## config.mk

```make
export PLATFORM = sky130hd
export DESIGN_NAME = snake_head_tracker
export DESIGN_NICKNAME = d
export VERILOG_FILES = /design/src/rtl/snake_head_tracker.sv
export SDC_FILE = /design/constraint.sdc
export NUM_CORES = 1
export LEC_CHECK = 0
export CAP_MARGIN = 10
export CORE_MARGIN = 1.5
export CORE_UTILIZATION = 40
export DETAILED_ROUTE_END_ITERATION = 12
export DONT_BUFFER_PORTS = 1
export PLACE_DENSITY = 0.54
export SYNTH_ARGS = -nofsm -noshare
export SYNTH_HDL_FRONTEND = slang
export SYNTH_SLANG_ARGS = --single-unit
```

## constraint.sdc

```tcl
create_clock -name clk -period 5.6 [get_ports clk]
set_input_delay 0.56 -clock clk [delete_from_list [all_inputs] [get_ports clk]]
set_output_delay 0.56 -clock clk [all_outputs]
set_load 0.005 [all_outputs]
```

## src/rtl/snake_head_tracker.sv

```systemverilog
// snake_head_tracker: snake head position/direction tracker with IDLE/RUN/DEAD game FSM
module snake_head_tracker #(
  parameter int GRID_W  = 16,
  parameter int GRID_H  = 12,
  parameter int START_X = 8,
  parameter int START_Y = 6
) (
  input  logic       clk,
  input  logic       nrst,
  input  logic [1:0] direction_in,
  input  logic       move_tick,
  input  logic       enable,
  input  logic       clear,
  output logic [3:0] head_x,
  output logic [3:0] head_y,
  output logic [1:0] dir_cur,
  output logic       moved,
  output logic       wall_hit,
  output logic [1:0] state_out
);
  typedef enum logic [1:0] {IDLE = 2'b00, RUN = 2'b01, DEAD = 2'b10} state_t;
  localparam logic [1:0] UP = 2'b00, DOWN = 2'b01, LEFT = 2'b10, RIGHT = 2'b11;
  localparam logic [4:0] X_MAX = 5'(GRID_W - 1);
  localparam logic [4:0] Y_MAX = 5'(GRID_H - 1);
  localparam logic [3:0] X0 = 4'(START_X);
  localparam logic [3:0] Y0 = 4'(START_Y);
  logic [1:0] state_q;
  state_t     st, st_n;
  logic [3:0] x_n, y_n;
  logic [1:0] dir_n, dir_res;
  logic       moved_n, wall_n, step, hit;
  logic [4:0] x_try, y_try;
  // Decode the state; the unused encoding falls back to IDLE. Step arithmetic is 5 bits
  // so that 0-1 becomes 31 and is caught by the upper-bound compare instead of wrapping.
  always_comb begin
    st      = (state_q == 2'b11) ? IDLE : state_t'(state_q);
    dir_res = ((direction_in ^ dir_cur) == 2'b01) ? dir_cur : direction_in;
    x_try   = {1'b0, head_x} + ((dir_res == RIGHT) ? 5'd1 : (dir_res == LEFT) ? 5'h1f : 5'd0);
    y_try   = {1'b0, head_y} + ((dir_res == DOWN) ? 5'd1 : (dir_res == UP) ? 5'h1f : 5'd0);
    hit     = (x_try > X_MAX) || (y_try > Y_MAX);
    step    = (st == RUN) && enable && move_tick;
    st_n    = st;
    x_n     = head_x;
    y_n     = head_y;
    dir_n   = dir_cur;
    moved_n = 1'b0;
    wall_n  = wall_hit;
    if (clear) begin
      st_n   = IDLE;
      x_n    = X0;
      y_n    = Y0;
      dir_n  = RIGHT;
      wall_n = 1'b0;
    end else if (st == IDLE) begin
      st_n = enable ? RUN : IDLE;
    end else if (st == RUN && !enable) begin
      st_n = IDLE;
    end else if (step) begin
      dir_n = dir_res;
      if (hit) begin
        st_n   = DEAD;
        wall_n = 1'b1;
      end else begin
        x_n     = x_try[3:0];
        y_n     = y_try[3:0];
        moved_n = 1'b1;
      end
    end
  end
  // Register game state; reset forces the start position immediately.
  always_ff @(posedge clk or negedge nrst) begin
    if (!nrst) begin
      state_q  <= IDLE;
      head_x   <= X0;
      head_y   <= Y0;
      dir_cur  <= RIGHT;
      moved    <= 1'b0;
      wall_hit <= 1'b0;
    end else begin
      state_q  <= st_n;
      head_x   <= x_n;
      head_y   <= y_n;
      dir_cur  <= dir_n;
      moved    <= moved_n;
      wall_hit <= wall_n;
    end
  end
  assign state_out = state_q;
endmodule

```

==> results.ini, run 1 <==
[run_status]
run_status = finished, final reports clean

[cts]
post_cts_resize_count = 0
clk_pin_slew_worst_paths_ns = 0.08
cts_root_buffer = sky130_fd_sc_hd__clkbuf_4
cts_max_path_buffers = 2
tritoncts_clock_tree = yes
insertion_delay_ns = 0.28
cts-buffers-inserted = 3
ctsHtreeMaxLevel = 1
clock_sinks = 14

[placed_design]
placement.cell_area_mm2 = 0.00107
io_buffer_count = 0
gp_congestion = 0.753
numPlacedInstances = 144
dp_worst_setup_slack_ns = 2.14
detailed_place_hpwl_um = 1850

[cells_and_area]
fin_cells = 149
fraction_of_layout_cells_with_a_size_suffix_above_1_pct = 9.24
postLayoutCoreUtil_pct = 44.4
syn2layout_area_growth_pct = 3.71
layout.cell_area.non_filler_mm2 = 0.00112
finalNetCount = 135
count_of_antenna_diodes_in_the_layout = 0

[detailed_routing]
drt-wirelength-per-cell_um = 16.8
vias = 916
antenna_violating_nets_post_route = 0
drcViolationCount = 0
totalWireLength_um = 2500
detail_route.iter0.violations = 17
avgViaCountPerCell = 6.15
firstDrtPassIters = 4

[yosys]
synthesis.yosys.warnings = 0
postSynthNetCount = 138
synth-adder-area-share_pct = 9.27
synth-compound-area-share_pct = 21.2
synth-main-ff-cell = sky130_fd_sc_hd__dfrtp_1
ys_types = 45
ys_async_sr_fraction_pct = 100
synth_edf_count = 0
synth.avg_cell_area_um2 = 8.78
synth.mux.area_fraction_pct = 3.24
synth_top_cell_area_share_pct = 20.9
dominant_combinational_cell_family_by_area_after_synthesis = simple AND/OR/NAND/NOR gates
ys_top_cells_by_count = sky130_fd_sc_hd__o21ai_0, sky130_fd_sc_hd__a21oi_1, sky130_fd_sc_hd__dfrtp_1, sky130_fd_sc_hd__nand3_1, sky130_fd_sc_hd__ha_1
synth_area_in_simple_gates_pct = 22.7
postSynthRegisterBits = 14
syn-instance-count = 123
synth_xor_xnor_area_share_pct = 4.06
synthesis.area_mm2 = 0.00108
synth_most_common_cell = sky130_fd_sc_hd__o21ai_0
synth_top_cells_by_area = sky130_fd_sc_hd__dfrtp_1, sky130_fd_sc_hd__dfstp_2, sky130_fd_sc_hd__ha_1
synth_sequential_area_ratio_pct = 33.0
yosysTopAreaCell = sky130_fd_sc_hd__dfrtp_1

[critical_path]
critical_path_class = reg2reg
critPathBufInv = 0
worst-endpoint-arrival_ns = 3.66
critical-path-top-delay-family = compound AO/OA/AOI/OAI gates
critical_path.slowest_cell = sky130_fd_sc_hd__dfstp_2
critical_path.max_stage_delay_ns = 0.63
cp-start-kind = flip-flop
worst_ep_required_time_ns = 5.76
worstSetupEndpointType = flip-flop
crit_path_cell_trace = mux2_4 -> nor2_1 -> xor2_1 -> ha_1 -> a31oi_1 -> o2111a_1 -> or2_0 -> o211ai_1 -> a2111oi_0
worst-path-max-fanout = 16

[timing]
min_period_ns = 3.50
timing.slew.headroom_pct = 51.1
clock.fmax_mhz = 286
fin_skew_ns = 0.00520
tightestPinTransition_ns = 0.733
fin_setup_tns_ns = 0
drv_slew = 0
final.hold.worst_slack_ns = 0.115
grt_setup_unrepaired = false
final.setup.worst_slack_ns = 2.10
timing.final.hold_violations = 0
post-route-period-util_pct = 62.4
setup_viol_count_final = 0

[die]
design.core.area_mm2 = 0.00252
die_w_um = 55.0
top_level_ports = 21
start_util_pct = 42.8
die_height_um = 55.0
num_rows = 18
floorplan.die_area_mm2 = 0.00302

[pwr]
total_leakage_power_nw = 0.462
power_density_mw_per_mm2 = 182
total_power_mw = 0.204
irDropWorstVdd_mv = 0.178

[global_route]
grt_util_all_layers_pct = 18.8
grt_start_max_net_pins = 17
grt-ovfl-total = 0
grt_pass1_wl_um = 4010
vias_in_the_first_global_route = 877
grt_antenna_before_repair = 0

[min_path]
hold_path_class = in2async

[flow_run]
max-cap-violations = 0

## worst reg2reg max path, cell delays in order, from the launching register on
cell and delay [ns]:
sky130_fd_sc_hd__dfstp_2 0.63, sky130_fd_sc_hd__mux2_4 0.34, sky130_fd_sc_hd__nor2_1 0.22, sky130_fd_sc_hd__xor2_1 0.12, sky130_fd_sc_hd__ha_1 0.24, sky130_fd_sc_hd__a31oi_1 0.40
sky130_fd_sc_hd__o2111a_1 0.28, sky130_fd_sc_hd__or2_0 0.58, sky130_fd_sc_hd__o211ai_1 0.18, sky130_fd_sc_hd__a2111oi_0 0.39
## registers in the layout, summed over array words and instances (netlist names)
name	count
moved	1
dir_cur	2
head_x	4
state_out	2
head_y	4
wall_hit	1
## path summary, 6_finish.rpt
path	start	end	slack, ns	cells after the start
setup / recovery	dir_cur[1]	state_out[1]	2.10	9
hold / removal	nrst	head_y[2]	0.12	0
setup reg to reg	dir_cur[1]	state_out[1]	2.10	9
hold reg to reg	dir_cur[0]	dir_cur[0]	0.55	2
max in group asynchronous	nrst	state_out[1]	4.63	1
min in group clk	clear	head_x[2]	0.33	1
## power breakdown
part | total, mW | leakage [nW] | switching, mW | internal [mW]
clock | 0.0728 | 0.0210 | 0.0332 | 0.0395
sequential | 0.103 | 0.177 | 0.00116 | 0.102
combinational | 0.0278 | 0.263 | 0.0174 | 0.0104
## area by class of cell
type	count	area, µm²
fillers	259	1400
multi-input cells	93	653
flip-flops and latches	14	357
well taps	30	37.5
clock buffers	4	36.3
inverters	7	26.3
repair buffers	1	10.0
## repair_timing
action                                 in CTS  in global routing
hold buffers                                1                  0
endpoints found under the hold margin       9                  0
setup endpoints to repair                   0                  0
buffers inserted                            0                  0
## per-layer routing
metal / routed length, µm / GRT usage [%] / up-vias
li1: - / - / 455
met1: 1190 / 23.7 / 432
met2: 1120 / 31.0 / 25
met3: 168 / 5.91 / 4
met4: 24 / 5.28 / 0
met5: 0 / 0 / -
## placed cells by master (no fill, tap or decap), types with 2 or more instances in the layout
| master | Yosys | layout |
|---|---|---|
| sky130_fd_sc_hd__a21oi_1 | 10 | 10 |
| sky130_fd_sc_hd__and3_1 | 2 | 2 |
| sky130_fd_sc_hd__and4_1 | 2 | 2 |
| sky130_fd_sc_hd__clkbuf_4 | 0 | 3 |
| sky130_fd_sc_hd__dfrtp_1 | 9 | 9 |
| sky130_fd_sc_hd__dfstp_2 | 5 | 5 |
| sky130_fd_sc_hd__ha_1 | 8 | 8 |
| sky130_fd_sc_hd__inv_1 | 7 | 7 |
| sky130_fd_sc_hd__mux2i_1 | 2 | 2 |
| sky130_fd_sc_hd__nand2_1 | 4 | 4 |
| sky130_fd_sc_hd__nand3_1 | 9 | 9 |
| sky130_fd_sc_hd__nand4b_1 | 2 | 2 |
| sky130_fd_sc_hd__nor2_1 | 3 | 3 |
| sky130_fd_sc_hd__nor2b_1 | 2 | 2 |
| sky130_fd_sc_hd__nor3_1 | 5 | 5 |
| sky130_fd_sc_hd__nor4_1 | 2 | 2 |
| sky130_fd_sc_hd__o2111a_1 | 2 | 2 |
| sky130_fd_sc_hd__o211ai_1 | 2 | 2 |
| sky130_fd_sc_hd__o21ai_0 | 11 | 11 |
| sky130_fd_sc_hd__o31ai_1 | 2 | 2 |
| sky130_fd_sc_hd__or4_1 | 2 | 2 |
| sky130_fd_sc_hd__xnor2_1 | 3 | 3 |
| sky130_fd_sc_hd__xor2_1 | 2 | 2 |
## cells by family after synthesis
group	after synthesis
AOI/OAI and AO/OA	36
buffers and inverters	16
adders and majority gates	8
xor gates and xnor gates	5
DFF	14
and+or+nand+nor	41
muxes	3
No activity file was read; power rests on OpenSTA's default activity.
==> run 2, diff against run 1 <==
--- a/config.mk
+++ b/config.mk
@@ -10,7 +10,7 @@
 export CORE_UTILIZATION = 40
 export DETAILED_ROUTE_END_ITERATION = 12
 export DONT_BUFFER_PORTS = 1
-export PLACE_DENSITY = 0.54
+export PLACE_DENSITY = 0.56
 export SYNTH_ARGS = -nofsm -noshare
 export SYNTH_HDL_FRONTEND = slang
 export SYNTH_SLANG_ARGS = --single-unit
==> constraint.sdc (replaced) <==
create_clock -name clk -period 2.8 [get_ports clk]
set_input_delay 0.28 -clock clk [delete_from_list [all_inputs] [get_ports clk]]
set_output_delay 0.28 -clock clk [all_outputs]
set_load 0.005 [all_outputs]
==> run 2 against run 1 <==
Compared with the run above:
- the run now ends with setup timing left
- global-route usage grew 2.9 points
- worst hold slack lost 0.061 ns
- die area is the same
- largest power group unchanged
- clock skew shrank 0.0022 ns
- highest routed layer is now met3
- via count is 13% higher
- clock power rose by 63%
- cell count is 13% higher
==> results.ini, run 2 (synthesis results as in run 1) <==
[run_status]
run_status = complete, but fails checks
violations = setup timing

[detailed_routing]
vias = 1033
totalWireLength_um = 2930
antenna_violating_nets_post_route = 0
drcViolationCount = 0
highest_layer = met3
met3_length_um = 192
firstDrtPassIters = 4
detail_route.iter0.violations = 28
drt-wirelength-per-cell_um = 17.3
met2RoutedLength_um = 1440
routedLengthMet1_um = 1290
avgViaCountPerCell = 6.11

[timing]
setup_viol_count_final = 1
drv_slew = 0
final.setup.worst_slack_ns = -0.00411
final.hold.worst_slack_ns = 0.0544
clock.fmax_mhz = 357
min_period_ns = 2.80
fin_setup_tns_ns = -0.00411
timing.slew.headroom_pct = 57.3
tightestPinTransition_ns = 0.639
fin_skew_ns = 0.00303
grt_setup_unrepaired = true
timing.final.hold_violations = 0
post-route-period-util_pct = 100

[cells_and_area]
count_of_antenna_diodes_in_the_layout = 0
fraction_of_layout_cells_with_a_size_suffix_above_1_pct = 31.7
fillerInstances = 239
syn2layout_area_growth_pct = 27.1
layout_top_registers = head_x x4, head_y x4
mostFrequentLayoutCell = sky130_fd_sc_hd__buf_4
finalNetCount = 155
mostFrequentLayoutCells = sky130_fd_sc_hd__buf_4, sky130_fd_sc_hd__a21oi_1, sky130_fd_sc_hd__o21ai_0, sky130_fd_sc_hd__nand3_1, sky130_fd_sc_hd__dfrtp_1

[critical_path]
critical_path_class = reg2reg
worst_ep_required_time_ns = 3.01
worstSetupEndpointType = flip-flop
r2r_cells = 10
worst-endpoint-arrival_ns = 3.01
cp-start-kind = flip-flop
worst-path-max-fanout = 10

[pwr]
comb_power_share_pct = 21.0
total_power_mw = 0.413
switching_power_mw = 0.112
power_density_mw_per_mm2 = 301
irDropWorstVdd_mv = 0.334
total_leakage_power_nw = 0.558
clkPwrFrac_pct = 28.9
power.switching_fraction_pct = 27.1
share_seq_of_total_power_pct = 50.1
cellInternalPower_mw = 0.301

[global_route]
grt_start_max_net_pins = 15
grt_antenna_before_repair = 0
grt_util_all_layers_pct = 21.8
grt_pass1_wl_um = 4670
grt-ovfl-total = 0
vias_in_the_first_global_route = 964

[placed_design]
detailed_place_hpwl_um = 2100
gp_congestion = 0.782
io_buffer_count = 0

[min_path]
hold_path_class = in2reg
whs_path_depth = 1

[cts]
tritoncts_clock_tree = yes
ctsHtreeMaxLevel = 1
clock_sinks = 14
cts_max_path_buffers = 2
cts-buffers-inserted = 3
clk_pin_slew_worst_paths_ns = 0.08
insertion_delay_ns = 0.27
cts_root_buffer = sky130_fd_sc_hd__clkbuf_4

[die]
start_util_pct = 42.8
floorplan.die_area_mm2 = 0.00302
num_rows = 18
die_w_um = 55.0
top_level_ports = 21
design.core.area_mm2 = 0.00252
die_height_um = 55.0

[flow_run]
max-cap-violations = 0

run 2: path summary, 6_finish.rpt:
path / to / start / slack, ns
max: head_y[3] / dir_cur[1] / -0.004
min: head_x[2] / clear / 0.05
max reg2reg: head_y[3] / dir_cur[1] / -0.004
min reg2reg: wall_hit / wall_hit / 0.54
max in group asynchronous: head_y[3] / nrst / 1.93
min in group asynchronous: state_out[0] / nrst / 0.46
run 2: metal layers:
| metal | GRT usage (%) | vias up |
|---|---|---|
| met4 | 2.44 | 0 |
| met5 | 0 | - |
| met1 | 29.4 | 513 |
| met2 | 34.5 | 25 |
| li1 | - | 495 |
| met3 | 7.80 | 0 |
run 2: layout make-up:
cell class,count,area [µm²],share of cell area (%)
multi-input combinational,93,758,55.2
inverter,7,26.3,1.91
sequential,14,357,26.0
tap,30,37.5,2.73
clock buffer,4,26.3,1.91
timing repair buffer,21,168,12.2
run 2: stage by stage:
stage	utilization, %	cells	instance area (µm²)	setup slack, ns
floorplan	-	123	1110	0.0202
global placement	48.4	161	1220	-0.106
detailed placement	48.4	161	1220	-0.137
CTS	51.3	169	1290	0.00671
global route	54.4	169	1370	-0.0900
finish	54.4	169	1370	-0.00411
run 2: power groups by stage:
stage          clock, mW  sequential (mW)  combinational [mW]
3_3_place_gp           0            0.211              0.0706
3_5_place_dp           0            0.211              0.0707
6_report           0.119            0.207              0.0866
2_1_floorplan          0            0.210              0.0510
5_1_grt            0.140            0.208              0.0956
4_1_cts            0.125            0.207              0.0787
run 2: critical path, stage by stage (launching register included):
cell and delay, ns:
sky130_fd_sc_hd__dfstp_2 0.56, sky130_fd_sc_hd__mux2_4 0.32, sky130_fd_sc_hd__nor2_4 0.15, sky130_fd_sc_hd__xor2_1 0.18, sky130_fd_sc_hd__ha_2 0.24, sky130_fd_sc_hd__a31oi_4 0.06
sky130_fd_sc_hd__and4bb_1 0.23, sky130_fd_sc_hd__or2_0 0.21, sky130_fd_sc_hd__buf_6 0.14, sky130_fd_sc_hd__or4b_1 0.51, sky130_fd_sc_hd__a21oi_1 0.13
run 2: timing repair:
action | CTS | global route
pin swaps | 7 | 5
resized for setup | 5 | 15
setup buffers | 3 | 0
setup endpoints to repair | 5 | 9
hold buffers | 1 | 0
cloned | 0 | 0
hold endpoints to repair | 14 | 0
==> run 3, diff against run 2 <==
--- a/config.mk
+++ b/config.mk
@@ -10,7 +10,7 @@
 export CORE_UTILIZATION = 40
 export DETAILED_ROUTE_END_ITERATION = 12
 export DONT_BUFFER_PORTS = 1
-export PLACE_DENSITY = 0.56
+export PLACE_DENSITY_LB_ADDON = 0.3
 export SYNTH_ARGS = -nofsm -noshare
 export SYNTH_HDL_FRONTEND = slang
 export SYNTH_SLANG_ARGS = --single-unit
==> run 3 against run 2 <==
Compared with the run above:
- the flow still finishes with violations (setup timing)
- sequential cell count did not move
- die area is the same
- clock power is essentially flat
- total power is 2.4% higher
- worst hold slack lost 0.013 ns
- via count rose by 2.4%
- fmax shrank 1.8%
- sequential power barely moved
- cell count increased by 2.4%
- core utilization increased by 2.8 points
- clock skew down 0.00091 ns
- critical endpoint unchanged
- highest routed layer is now met4
==> results.ini, run 3 (synthesis results as in run 1) <==
[critical_path]
worst_r2r_endpoint = head_y[3]
worstSetupEndpointType = flip-flop
critical_path.slowest_cell = sky130_fd_sc_hd__dfstp_2
critical_path_class = reg2reg
r2r_cells = 10
cp-start-kind = flip-flop
critPathBufInv = 1
crit_path_cell_trace = mux2_4 -> nor2_4 -> xor2_1 -> ha_2 -> a31oi_4 -> and4bb_1 -> or2_1 -> buf_6 -> or4b_4 -> a21oi_2
worst_ep_required_time_ns = 3.02
worst-path-max-fanout = 6
critical-path-top-delay-family = simple AND/OR/NAND/NOR gates
critPathLaunch = dir_cur[1]
critical_path.reg2reg.startpoint = dir_cur[1]
critical_path.max_stage_delay_ns = 0.57
rrSetupSlack_ns = -0.05
worst-endpoint-arrival_ns = 3.07

[global_route]
grt_pass1_wl_um = 4790
top_usage_layer = met2
m1_gr_usage_pct = 26.6
grt_antenna_before_repair = 0
grt_start_max_net_pins = 15
vias_in_the_first_global_route = 1064
grt-ovfl-total = 0
grt_util_all_layers_pct = 22.4
gr-usage-met3_pct = 8.06
grtUsageMet2_pct = 38.3

[cells_and_area]
finalNetCount = 159
layout_top_registers = head_x x4, head_y x4
layout.cell_area.non_filler_mm2 = 0.00144
fin_cells = 173
mostFrequentLayoutCells = sky130_fd_sc_hd__buf_4, sky130_fd_sc_hd__o21ai_0, sky130_fd_sc_hd__dfrtp_1
mostFrequentLayoutCell = sky130_fd_sc_hd__buf_4
fraction_of_layout_cells_with_a_size_suffix_above_1_pct = 39.9
syn2layout_area_growth_pct = 33.6
count_of_antenna_diodes_in_the_layout = 0
postLayoutCoreUtil_pct = 57.2

[min_path]
min_delay_worst_endpoint = head_y[3]
whs_path_depth = 1
min_from = clear
hold_path_class = in2reg

[pwr]
switching_power_mw = 0.117
total_power_mw = 0.423
power_density_mw_per_mm2 = 293
clkPwrFrac_pct = 28.4
comb_power_share_pct = 22.6
power.switching_fraction_pct = 27.6
share_seq_of_total_power_pct = 48.9
irDropWorstVdd_mv = 0.316
cellInternalPower_mw = 0.306
total_leakage_power_nw = 0.581

[timing]
fin_skew_ns = 0.00212
timing.slew.headroom_pct = 56.0
drv_slew = 0
fin_setup_tns_ns = -0.146
clock.fmax_mhz = 350
timing.final.hold_violations = 0
min_period_ns = 2.85
setup_viol_count_final = 3
final.setup.worst_slack_ns = -0.0544
post-route-period-util_pct = 102
grt_setup_unrepaired = true
tightestPinTransition_ns = 0.657

[detailed_routing]
drt-wirelength-per-cell_um = 17.8
antenna_violating_nets_post_route = 0
firstDrtPassIters = 4
drcViolationCount = 0
detail_route.iter0.violations = 29
vias = 1058
avgViaCountPerCell = 6.12
totalWireLength_um = 3070

[placed_design]
placement.cell_area_mm2 = 0.00122
detailed_place_hpwl_um = 2070
io_buffer_count = 0
numPlacedInstances = 161
gp_congestion = 0.858

[die]
die_w_um = 55.0
top_level_ports = 21
die_height_um = 55.0
start_util_pct = 42.8
num_rows = 18
design.core.area_mm2 = 0.00252
floorplan.die_area_mm2 = 0.00302

[run_status]
violations = setup timing
run_status = complete, but fails checks

[cts]
clock_sinks = 14
clk_pin_slew_worst_paths_ns = 0.08
ctsHtreeMaxLevel = 1
cts-buffers-inserted = 3
cts_max_path_buffers = 2
insertion_delay_ns = 0.28
cts_root_buffer = sky130_fd_sc_hd__clkbuf_4
tritoncts_clock_tree = yes

[flow_run]
max-cap-violations = 0

## run 3: worst max-delay path by stage
| stage | to | depth (start not counted) | slack [ns] |
|---|---|---|---|
| detailed placement | head_y[3] | 11 | -0.18 |
| CTS | head_y[3] | 10 | 0.001 |
| floorplan | head_x[1] | 12 | 0.02 |
| global placement | head_y[3] | 10 | -0.1 |
| global route | head_x[2] | 10 | -0.11 |
| finish | head_y[3] | 10 | -0.05 |
## run 3: cell type report
cell class / instances / area, µm²
Timing Repair Buffer: 25 / 205
Tap cell: 30 / 37.5
Inverter: 7 / 26.3
Multi-Input combinational cell: 93 / 791
Clock buffer: 4 / 26.3
Sequential cell: 14 / 357
Fill cell: 222 / 1080
## run 3: power by group through the flow
stage | Sequential [mW] | Combinational (mW) | Clock [mW]
2_1_floorplan | 0.210 | 0.0510 | 0
3_3_place_gp | 0.211 | 0.0674 | 0
3_5_place_dp | 0.211 | 0.0689 | 0
4_1_cts | 0.207 | 0.0871 | 0.123
5_1_grt | 0.207 | 0.103 | 0.137
6_report | 0.207 | 0.0957 | 0.120
## run 3: metrics by stage
| stage | hold slack (ns) | setup WS (ns) |
|---|---|---|
| 2_1_floorplan | -0.0156 | 0.0202 |
| 3_5_place_dp | -0.0151 | -0.179 |
| 6_report | 0.0412 | -0.0544 |
| 5_1_grt | 0.0137 | -0.114 |
| 4_1_cts | 0.0342 | 0.00109 |
| 3_3_place_gp | -0.0152 | -0.0996 |
## run 3: timing repair
action,in CTS,in global routing
pin swaps,5,6
gates resized for setup,17,15
buffers inserted,6,1
hold buffers,1,0
endpoints found under the setup margin,8,9
endpoints found under the hold margin,14,0
## run 3: routing by layer
layer  up-vias  wire [µm]
met5         -          0
met4         0         45
met3         4        230
met2        46       1500
met1       508       1300
li1        500          -
